--- src/rtl/maze_engine.sv ---
// Maze game engine: rectangle-table maze, per-frame player stepping with sequential legality check, finish detect, pixel render.
// Legality check takes NUM_RECTS cycles per move; pixel colour is registered one cycle after col/row.
module maze_engine #(
  parameter int NUM_RECTS   = 16,
  parameter int PLAYER_SIZE = 25,
  parameter int STEP        = 2,
  parameter int SCREEN_W    = 640,
  parameter int SCREEN_H    = 480
) (
  input  logic                         clk,
  input  logic                         reset,
  input  logic                         level_lock,
  input  logic                         frame_tick,
  input  logic                         dir_up,
  input  logic                         dir_down,
  input  logic                         dir_left,
  input  logic                         dir_right,
  input  logic                         restart,
  input  logic                         cfg_we,
  input  logic [$clog2(NUM_RECTS)-1:0] cfg_idx,
  input  logic [9:0]                   cfg_x,
  input  logic [9:0]                   cfg_w,
  input  logic [8:0]                   cfg_y,
  input  logic [8:0]                   cfg_h,
  input  logic [1:0]                   cfg_kind,
  input  logic [9:0]                   start_x,
  input  logic [8:0]                   start_y,
  input  logic [9:0]                   col,
  input  logic [8:0]                   row,
  output logic [3:0]                   red,
  output logic [3:0]                   green,
  output logic [3:0]                   blue,
  output logic [9:0]                   player_x,
  output logic [8:0]                   player_y,
  output logic                         busy,
  output logic                         collision,
  output logic                         finished
);

  localparam int IW = $clog2(NUM_RECTS);
  localparam logic [IW-1:0] LAST   = IW'(NUM_RECTS - 1);
  localparam logic [9:0]    X_LIM  = 10'(SCREEN_W - PLAYER_SIZE);
  localparam logic [8:0]    Y_LIM  = 9'(SCREEN_H - PLAYER_SIZE);
  localparam logic [9:0]    STEP_X = 10'(STEP);
  localparam logic [8:0]    STEP_Y = 9'(STEP);
  localparam logic [10:0]   SZ_X   = 11'(PLAYER_SIZE);
  localparam logic [9:0]    SZ_Y   = 10'(PLAYER_SIZE);
  localparam logic [1:0]    K_PATH = 2'd1;
  localparam logic [1:0]    K_START = 2'd2;
  localparam logic [1:0]    K_FIN  = 2'd3;

  typedef enum logic [1:0] {S_IDLE, S_READY, S_CHECK, S_FINISH} state_t;

  state_t state_q, state_d;

  logic [9:0] rx [NUM_RECTS];
  logic [9:0] rw [NUM_RECTS];
  logic [8:0] ry [NUM_RECTS];
  logic [8:0] rh [NUM_RECTS];
  logic [1:0] rk [NUM_RECTS];

  logic [IW-1:0] idx;
  logic [3:0]    hit;
  logic          fin;
  logic [9:0]    cx;
  logic [8:0]    cy;

  // Point-in-rectangle with widened sums so x+w / y+h never wrap.
  function automatic logic in_rect(input logic [10:0] c, input logic [9:0] r,
                                   input logic [9:0] x, input logic [9:0] w,
                                   input logic [8:0] y, input logic [8:0] h);
    return ({1'b0, x} <= c) && (c < ({1'b0, x} + {1'b0, w})) &&
           ({1'b0, y} <= r) && (r < ({1'b0, y} + {1'b0, h}));
  endfunction

  always_ff @(posedge clk) begin
    if (reset) begin
      for (int i = 0; i < NUM_RECTS; i++) rk[i] <= 2'd0;
    end else if (cfg_we && state_q == S_IDLE && int'(cfg_idx) < NUM_RECTS) begin
      rk[cfg_idx] <= cfg_kind;
    end
  end

  always_ff @(posedge clk) begin
    if (cfg_we && state_q == S_IDLE && int'(cfg_idx) < NUM_RECTS) begin
      rx[cfg_idx] <= cfg_x;
      rw[cfg_idx] <= cfg_w;
      ry[cfg_idx] <= cfg_y;
      rh[cfg_idx] <= cfg_h;
    end
  end

  // Candidate position with saturation at 0 and at the screen limit.
  logic       mv_r, mv_l, mv_u, mv_d, move;
  logic [9:0] nx;
  logic [8:0] ny;

  always_comb begin
    mv_r = dir_right & ~dir_left;
    mv_l = dir_left & ~dir_right;
    mv_u = dir_up & ~dir_down;
    mv_d = dir_down & ~dir_up;
    move = mv_r | mv_l | mv_u | mv_d;
    nx   = player_x;
    ny   = player_y;
    if (mv_r)      nx = (player_x >= X_LIM - STEP_X) ? X_LIM : player_x + STEP_X;
    else if (mv_l) nx = (player_x <= STEP_X) ? 10'd0 : player_x - STEP_X;
    if (mv_d)      ny = (player_y >= Y_LIM - STEP_Y) ? Y_LIM : player_y + STEP_Y;
    else if (mv_u) ny = (player_y <= STEP_Y) ? 9'd0 : player_y - STEP_Y;
  end

  logic [10:0] cxl, cxr;
  logic [9:0]  cyt, cyb;
  logic        walk;
  logic [3:0]  cur_hit, hit_all;
  logic        cur_fin, fin_all;

  always_comb begin
    cxl  = {1'b0, cx};
    cxr  = {1'b0, cx} + SZ_X - 11'd1;
    cyt  = {1'b0, cy};
    cyb  = {1'b0, cy} + SZ_Y - 10'd1;
    walk = (rk[idx] != 2'd0);
    cur_hit[0] = walk && in_rect(cxl, cyt, rx[idx], rw[idx], ry[idx], rh[idx]);
    cur_hit[1] = walk && in_rect(cxr, cyt, rx[idx], rw[idx], ry[idx], rh[idx]);
    cur_hit[2] = walk && in_rect(cxl, cyb, rx[idx], rw[idx], ry[idx], rh[idx]);
    cur_hit[3] = walk && in_rect(cxr, cyb, rx[idx], rw[idx], ry[idx], rh[idx]);
    cur_fin = (rk[idx] == K_FIN) &&
              (cxl < {1'b0, rx[idx]} + {1'b0, rw[idx]}) && ({1'b0, rx[idx]} < cxl + SZ_X) &&
              (cyt < {1'b0, ry[idx]} + {1'b0, rh[idx]}) && ({1'b0, ry[idx]} < cyt + SZ_Y);
    hit_all = hit | cur_hit;
    fin_all = fin | cur_fin;
  end

  logic load_start, start_check, commit, coll_d;

  always_comb begin
    state_d     = state_q;
    load_start  = 1'b0;
    start_check = 1'b0;
    commit      = 1'b0;
    coll_d      = 1'b0;
    case (state_q)
      S_IDLE: begin
        if (level_lock) begin
          load_start = 1'b1;
          state_d    = S_READY;
        end
      end
      S_READY: begin
        if (frame_tick && move) begin
          start_check = 1'b1;
          state_d     = S_CHECK;
        end
      end
      S_CHECK: begin
        if (idx == LAST) begin
          if (&hit_all) begin
            commit  = 1'b1;
            state_d = fin_all ? S_FINISH : S_READY;
          end else begin
            load_start = 1'b1;
            coll_d     = 1'b1;
            state_d    = S_READY;
          end
        end
      end
      S_FINISH: begin
        if (restart) begin
          load_start = 1'b1;
          state_d    = S_READY;
        end
      end
      default: state_d = S_IDLE;
    endcase
    // Unlocking abandons whatever is in flight, including a pending commit.
    if (!level_lock && state_q != S_IDLE) begin
      state_d     = S_IDLE;
      load_start  = 1'b0;
      start_check = 1'b0;
      commit      = 1'b0;
      coll_d      = 1'b0;
    end
  end

  always_ff @(posedge clk) begin
    if (reset) begin
      state_q   <= S_IDLE;
      player_x  <= 10'd0;
      player_y  <= 9'd0;
      collision <= 1'b0;
      idx       <= '0;
      hit       <= 4'd0;
      fin       <= 1'b0;
      cx        <= 10'd0;
      cy        <= 9'd0;
    end else begin
      state_q   <= state_d;
      collision <= coll_d;
      if (load_start) begin
        player_x <= start_x;
        player_y <= start_y;
      end else if (commit) begin
        player_x <= cx;
        player_y <= cy;
      end
      if (start_check) begin
        cx  <= nx;
        cy  <= ny;
        idx <= '0;
        hit <= 4'd0;
        fin <= 1'b0;
      end else if (state_q == S_CHECK) begin
        idx <= idx + 1'b1;
        hit <= hit_all;
        fin <= fin_all;
      end
    end
  end

  assign busy     = (state_q == S_CHECK);
  assign finished = (state_q == S_FINISH);

  logic [11:0] tbl_rgb, rgb_d;
  logic        player_px;

  always_comb begin
    tbl_rgb = 12'h000;
    // Descending scan so the lowest matching index wins.
    for (int i = NUM_RECTS - 1; i >= 0; i--) begin
      if (rk[i] != 2'd0 && in_rect({1'b0, col}, {1'b0, row}, rx[i], rw[i], ry[i], rh[i])) begin
        case (rk[i])
          K_FIN:   tbl_rgb = 12'hF00;
          K_START: tbl_rgb = 12'h0F0;
          K_PATH:  tbl_rgb = 12'hFFF;
          default: tbl_rgb = 12'h000;
        endcase
      end
    end
    player_px = (state_q != S_IDLE) &&
                (col >= player_x) && ({1'b0, col} < {1'b0, player_x} + SZ_X) &&
                (row >= player_y) && ({1'b0, row} < {1'b0, player_y} + SZ_Y);
    rgb_d = player_px ? 12'hF0F : tbl_rgb;
  end

  always_ff @(posedge clk) begin
    if (reset) {red, green, blue} <= 12'h000;
    else       {red, green, blue} <= rgb_d;
  end

endmodule

--- config.mk ---
export PLATFORM = sky130hd
export DESIGN_NAME = maze_engine
export DESIGN_NICKNAME = d
export VERILOG_FILES = /design/src/rtl/maze_engine.sv
export SDC_FILE = /design/constraint.sdc
export NUM_CORES = 2
export LEC_CHECK = 0
export CAP_MARGIN = 20
export CORE_MARGIN = 3
export CORE_UTILIZATION = 35
export DETAILED_ROUTE_END_ITERATION = 12
export PLACE_DENSITY = 0.48
export SLEW_MARGIN = 5
export SYNTH_ARGS = -nofsm -noshare
export SYNTH_HDL_FRONTEND = slang
export SYNTH_SLANG_ARGS = --single-unit
--- constraint.sdc ---
create_clock -name clk -period 9.87 [get_ports clk]
set_clock_uncertainty 0.2 [all_clocks]
set_input_delay 1.4805 -clock clk [delete_from_list [all_inputs] [get_ports clk]]
set_output_delay 1.4805 -clock clk [all_outputs]
set_load 0.005 [all_outputs]
# Word level (Yosys, flattened, before mapping)
# Memory sizes are Yosys's and may differ from the RTL's. A register that Yosys moved wholly into a read port is not among the register bits.
# Index checks and enable logic that the tools add are counted.
classes:
  addsub: 45
  order_cmp: 82
  n_eq_ne: 57
  muxes: 84
  bitwise: 14
  reduce_logical: 117
op_table:
  columns: ["op", "count"]
  rows:
  - ["case mux 12 bit (3 select lines)", 16]
  - ["less-than comparator 10 x 11 -> 1 bit", 19]
  - ["2-to-1 mux 12 bit", 17]
  - ["less-than comparator 9 x 10 -> 1 bit", 19]
  - ["adder 10 x 10 -> 11 bit", 17]
  - ["adder 9 x 9 -> 10 bit", 17]
  - ["<= comparator 10 bit", 17]
  - ["<= comparator 9 bit", 17]
  - ["logical AND 1 bit", 89]
  - ["equality test 2 bit, second input constant", 35]
  - ["2-to-1 mux 10 bit", 6]
  - ["2-to-1 mux 9 bit", 6]
  - ["2-to-1 mux 4 bit", 11]
  - ["nonzero test 2 bit", 19]
  - ["equality test 2 x 1 -> 1 bit, second input constant", 17]
  - ["adder 10 x 5 -> 11 bit, second input constant", 2]
  - ["adder 9 x 5 -> 10 bit, second input constant", 2]
  - ["2-to-1 mux 1 bit", 19]
  - ["2-to-1 mux 2 bit", 7]
  - ["<= comparator 10 x 11 -> 1 bit", 1]
  - ["less-than comparator 11 bit", 1]
  - ["subtractor 11 x 1 -> 11 bit, second input constant", 1]
  - ["adder 10 x 2 -> 10 bit, second input constant", 1]
  - [">= comparator 10 bit", 1]
  - ["other kinds (26)", 42]
totals:
  regBits: 62
  mem_bits_rw: 640
  output_inout_bits: 34
  word_cells: 416
  memories: 5
memory_table:
  columns: ["name", "depth", "width", "rd", "rd_ports_with_merged_regs", "wr", "line_no", "source"]
  rows:
  - ["rw", 16, 10, 17, 1, 1, "57", "logic [9:0] rw [NUM_RECTS];"]
  - ["rx", 16, 10, 17, 1, 1, "56", "logic [9:0] rx [NUM_RECTS];"]
  - ["rh", 16, 9, 17, 1, 1, "59", "logic [8:0] rh [NUM_RECTS];"]
  - ["ry", 16, 9, 17, 1, 1, "58", "logic [8:0] ry [NUM_RECTS];"]
  - ["rk", 16, 2, 17, 1, 16, "60", "logic [1:0] rk [NUM_RECTS];"]

# Logic depth before layout (Yosys ltp)
# An unclocked memory read counts as a cell.
logic_depth:
  word_depth: 24
  depth_mapped: 29

# Worst setup path after synthesis
# OpenSTA, ideal clock, no wires.
synth_path:
  kind: "flip-flop to flip-flop"
  startpoint: "reg (tool-made name)"
  endpoint: "reg player_y[2]"
  setup_time_ns: 0.080
  arrival_ns: 6.261
  t_required_ns: 9.590
  path_slack_ns: 3.328
  stages_incl_launch_ff: 29
  n_path_buf: 6
  cell_sequence: "dfxtp_1 buf_6 buf_6 clkbuf_1 buf_1 mux4_2 mux4_2 ha_1 fa_1 a21o_1 a21oi_1 o21bai_1 a21oi_1 o21bai_1 a21oi_1 xor2_1 ha_1 nand2_1 a21oi_1 a221oi_1 a211oi_1 nor3_1 a21oi_2 nor2_1 nand4b_1 buf_6 buf_4 mux2i_1 a211oi_2"
synth_rtl:
  columns: ["element", "line_no", "source"]
  rows:
  - ["end signal: assignment", "202", "player_y <= start_y;"]
  - ["end signal: assignment", "205", "player_y <= cy;"]
  - ["end: declaration", "34", "output logic [8:0] player_y,"]

==> flow_summary_export.csv <==
group,metric,value,unit
power,power_frac_seq,0.414,
timing,worst_slew_margin_rel,0.09164,
routing,drt_pass1_iterations,6,
power,ir_drop,0.1210,mV
yosys,syn_avg_cell_area,11.23,µm²
timing,rsz0062_at_grt,"no",
yosys,ys.flop_type,"edfxtp_1",
final_layout,fill_cells,15610,
global_route,grt_pass1_wl,306.8,mm
yosys,synth_top_family_by_area,"adder cells",
power,swShare,0.2928,
place,hpwl,170.7,mm
hold_path,worstHoldPathType,"reg -> reg",
setup_path,critPathLaunchType,"flop",
routing,wirelength,216.1,mm
clock_tree,cts_tree,"built",
clock_tree,cts-root-buf,"clkbuf_16",
final_layout,layout.nets,6575,
setup_path,cp.arrival,7.82,ns
clock_tree,clk_latency,0.70,ns
power,netSwitchingPower,2.404,mW
power,internal-power,5.806,mW
yosys,synthMuxAreaShare,0.08232,
routing,num_vias,44150,
timing,layout_worst_path_cycle_share,0.7507,
final_layout,layout-drive-gt1-share,0.09001,
timing,worst_pin_slew,1.353,ns
timing,fmax,0.1350,GHz
global_route,track_usage,0.2496,
setup_path,crit_type,"reg -> reg",
yosys,synth_edf_count,640,
power,p_clk_frac,0.411,
setup_path,endpoint_kind,"flop",
floorplan,start_util,0.3533,
yosys,netlist_instances,5132,
setup_path,crit_fanout,38,
floorplan,die_h,411.8,µm
yosys,synth_fa_ha_area_frac,0.2569,
yosys,yosys_warnings,0,
yosys,synth_nets,6387,
yosys,ys_types,76,
yosys,synth.area.top_cells,"edfxtp_1, ha_1, mux4_2, a21oi_1, xnor2_1",
power,p_comb_frac,0.176,
yosys,yosys.area_share.simple,0.08619,
final_layout,syn2layout_area_growth,12.51,%
floorplan,die_x,411.8,µm
yosys,synthXorXnorAreaFrac,0.04453,
global_route,grt_pass1_vias,44410,
timing,fin_crit,7.409,ns
routing,detail-route-antenna-nets,0,
yosys,synth_top_area_frac,0.3335,
flow_run,cap_violations,0,
final_layout,final_cell_area,64840,µm²
routing,dr.first_iter.drc_count,3456,
yosys,synthArstFlopShare,0,
clock_tree,cts.htree.levels,3,
clock_tree,cts_setup_buffers,0,
power,powerDensity,126.6,nW/µm²
place,gp_congestion,0.9279,
yosys,yosysSeqAreaShare,0.3533,
power,leakage,25.83,nW
clock_tree,clk_transition_reported_paths,0.06,ns
place,postPlaceCellArea,61890,µm²
global_route,antenna_found_initial,23,
global_route,grt_max_degree,62,
yosys,synth_compound_area_frac,0.1458,
clock_tree,clock_tree.buffer_depth,3,
routing,vias_per_cell,5.829,
clock_tree,postCtsHoldBufs,0,
setup_path,critPathRequiredTime,10.28,ns
place,portBuffers,125,
timing,final-max-slew-violation-count,0,
floorplan,die-area,169600,µm²
yosys,synth-seq-cells,697,
floorplan,fp-row-count,148,
yosys,synth_area_leader_cell,"edfxtp_1",
clock_tree,cts_resized,0,
floorplan,core,163100,µm²
floorplan,ioPinCount,126,
routing,wire_per_inst,28.54,µm
outcome,status,"complete, no violations",
timing,finalHoldViolCount,0,
timing,fin_setup_tns,0,ns
routing,remaining_drc_errors,0,
global_route,grt_overflow,0,
timing,setup_violations,0,
clock_tree,cts_inserted_buffers,86,
yosys,synthesis.area,57630,µm²
clock_tree,clock_sinks,697,
==> synthesized netlist by cell type (all sizes together), types with 39 or more instances <==
cell and instances:
nand4 76, inv 344, dfxtp 57, nand3 113, a21oi 379, clkbuf 60, nand2 184, edfxtp 640
buf 44, xor2 109, a211oi 86, ha 1129, o21ai 243, o211ai 39, nor2 302, a21o 123
o21a 71, nand2b 73, o21bai 97, mux4 200, nor3 82, xnor2 184, nor2b 45
==> path summary, 6_finish.rpt <==
check | startpoint | slack (ns) | endpoint | depth (start not counted)
worst max-delay path | flop | 2.46 | player_y[4]$_SDFFE_PP0P_ | 23
worst max register to register | flop | 2.46 | player_y[4]$_SDFFE_PP0P_ | 23
worst min register to register | hit[3]$_SDFFE_PP0P_ | 0.28 | hit[3]$_SDFFE_PP0P_ | 2
worst min-delay path | hit[3]$_SDFFE_PP0P_ | 0.28 | hit[3]$_SDFFE_PP0P_ | 2
==> cell usage in the layout (no fill, tap or decap), types with 45 or more instances in the layout <==
cell type and n:
mux4_2 200, dfxtp_1 53, nand2_1 184, nor2b_1 45
a21o_1 123, o21bai_1 97, a21oi_1 378, o21ai_0 243
nand4_1 76, nor2_1 290, inv_1 343, clkdlybuf4s50_1 122
clkbuf_16 86, edfxtp_1 640, nand3_1 113, ha_1 1129
xor2_1 109, a211oi_1 74, xnor2_1 184, o21a_1 71
nor3_1 78, buf_4 71, nand2b_1 73
==> layer usage <==
| layer | vias up | wire, µm | track usage | part of all wire |
|---|---|---|---|---|
| met1 | 22260 | 92250 | 0.3266 | 0.43 |
| li1 | 20190 | - | - | - |
| met2 | 1397 | 101700 | 0.4146 | 0.47 |
| met3 | 296 | 13120 | 0.03397 | 0.061 |
| met5 | - | 22 | 0 | 0.00010 |
| met4 | 4 | 9028 | 0.1020 | 0.042 |
==> final cells by class <==
class	count	area, µm²	share of cell area
clock inverters	57	678.2	0.01046
repair buffers	204	1924	0.02968
inverters	346	1299	0.02003
diodes	11	27.53	0.0004245
clock buffers	99	2231	0.03440
flip-flops and latches	697	20370	0.3142
well taps	2175	2721	0.04197
multi-input cells	3985	35590	0.5489
==> worst max-delay path, stage by stage (launching register included) <==
cell and delay [ns]:
dfxtp_4 0.96, buf_4 0.38, mux4_2 0.60, mux4_2 0.51, ha_1 0.25, fa_1 0.43, a21o_1 0.20, a21oi_1 0.32
o21bai_1 0.11, a21oi_1 0.23, o21bai_1 0.11, a21oi_1 0.19, xor2_1 0.26, ha_1 0.29, a21o_1 0.19, a21oi_1 0.14
o21ai_0 0.10, a211oi_1 0.35, a21oi_1 0.13, nor3_1 0.39, a2111o_1 0.22, buf_4 0.39, nor2_1 0.10, a211oi_2 0.22
==> sequential cells by signal, summed over array words and instances, names as in the netlist, 4 cells and up, named ones only <==
name and cells:
hit 4, cy 9, rx 160, player_y 9, ry 144, cx 10, rw 160, player_x 10
rh 144, idx 4, rk 32
==> power groups by stage <==
stage	Sequential, mW	Combinational [mW]	Clock, mW
global placement	3.46	1.42	0
floorplan	3.39	0.871	0
CTS	3.39	1.44	3.44
global route	3.40	1.59	3.55
finish	3.40	1.44	3.37
detailed placement	3.46	1.43	0
==> through the flow <==
stage	worst slack, ns	instances	hold slack [ns]	total power, mW	utilization
global route	1.889	7568	0.3026	8.545	0.3974
global placement	2.516	7401	0.2562	4.876	0.3788
finish	2.461	7574	0.2813	8.210	0.3975
floorplan	3.328	5132	0.2375	4.264	-
CTS	2.427	7562	0.2814	8.271	0.3972
detailed placement	2.511	7406	0.2671	4.889	0.3794
==> cell families after synthesis <==
kind of cell,after synthesis
buf+inv,450
xor+xnor,293
flops,697
fa+ha+maj,1163
mux,224
simple gates,1015
compound gates,1290
Power figures use the tool's default switching activity.
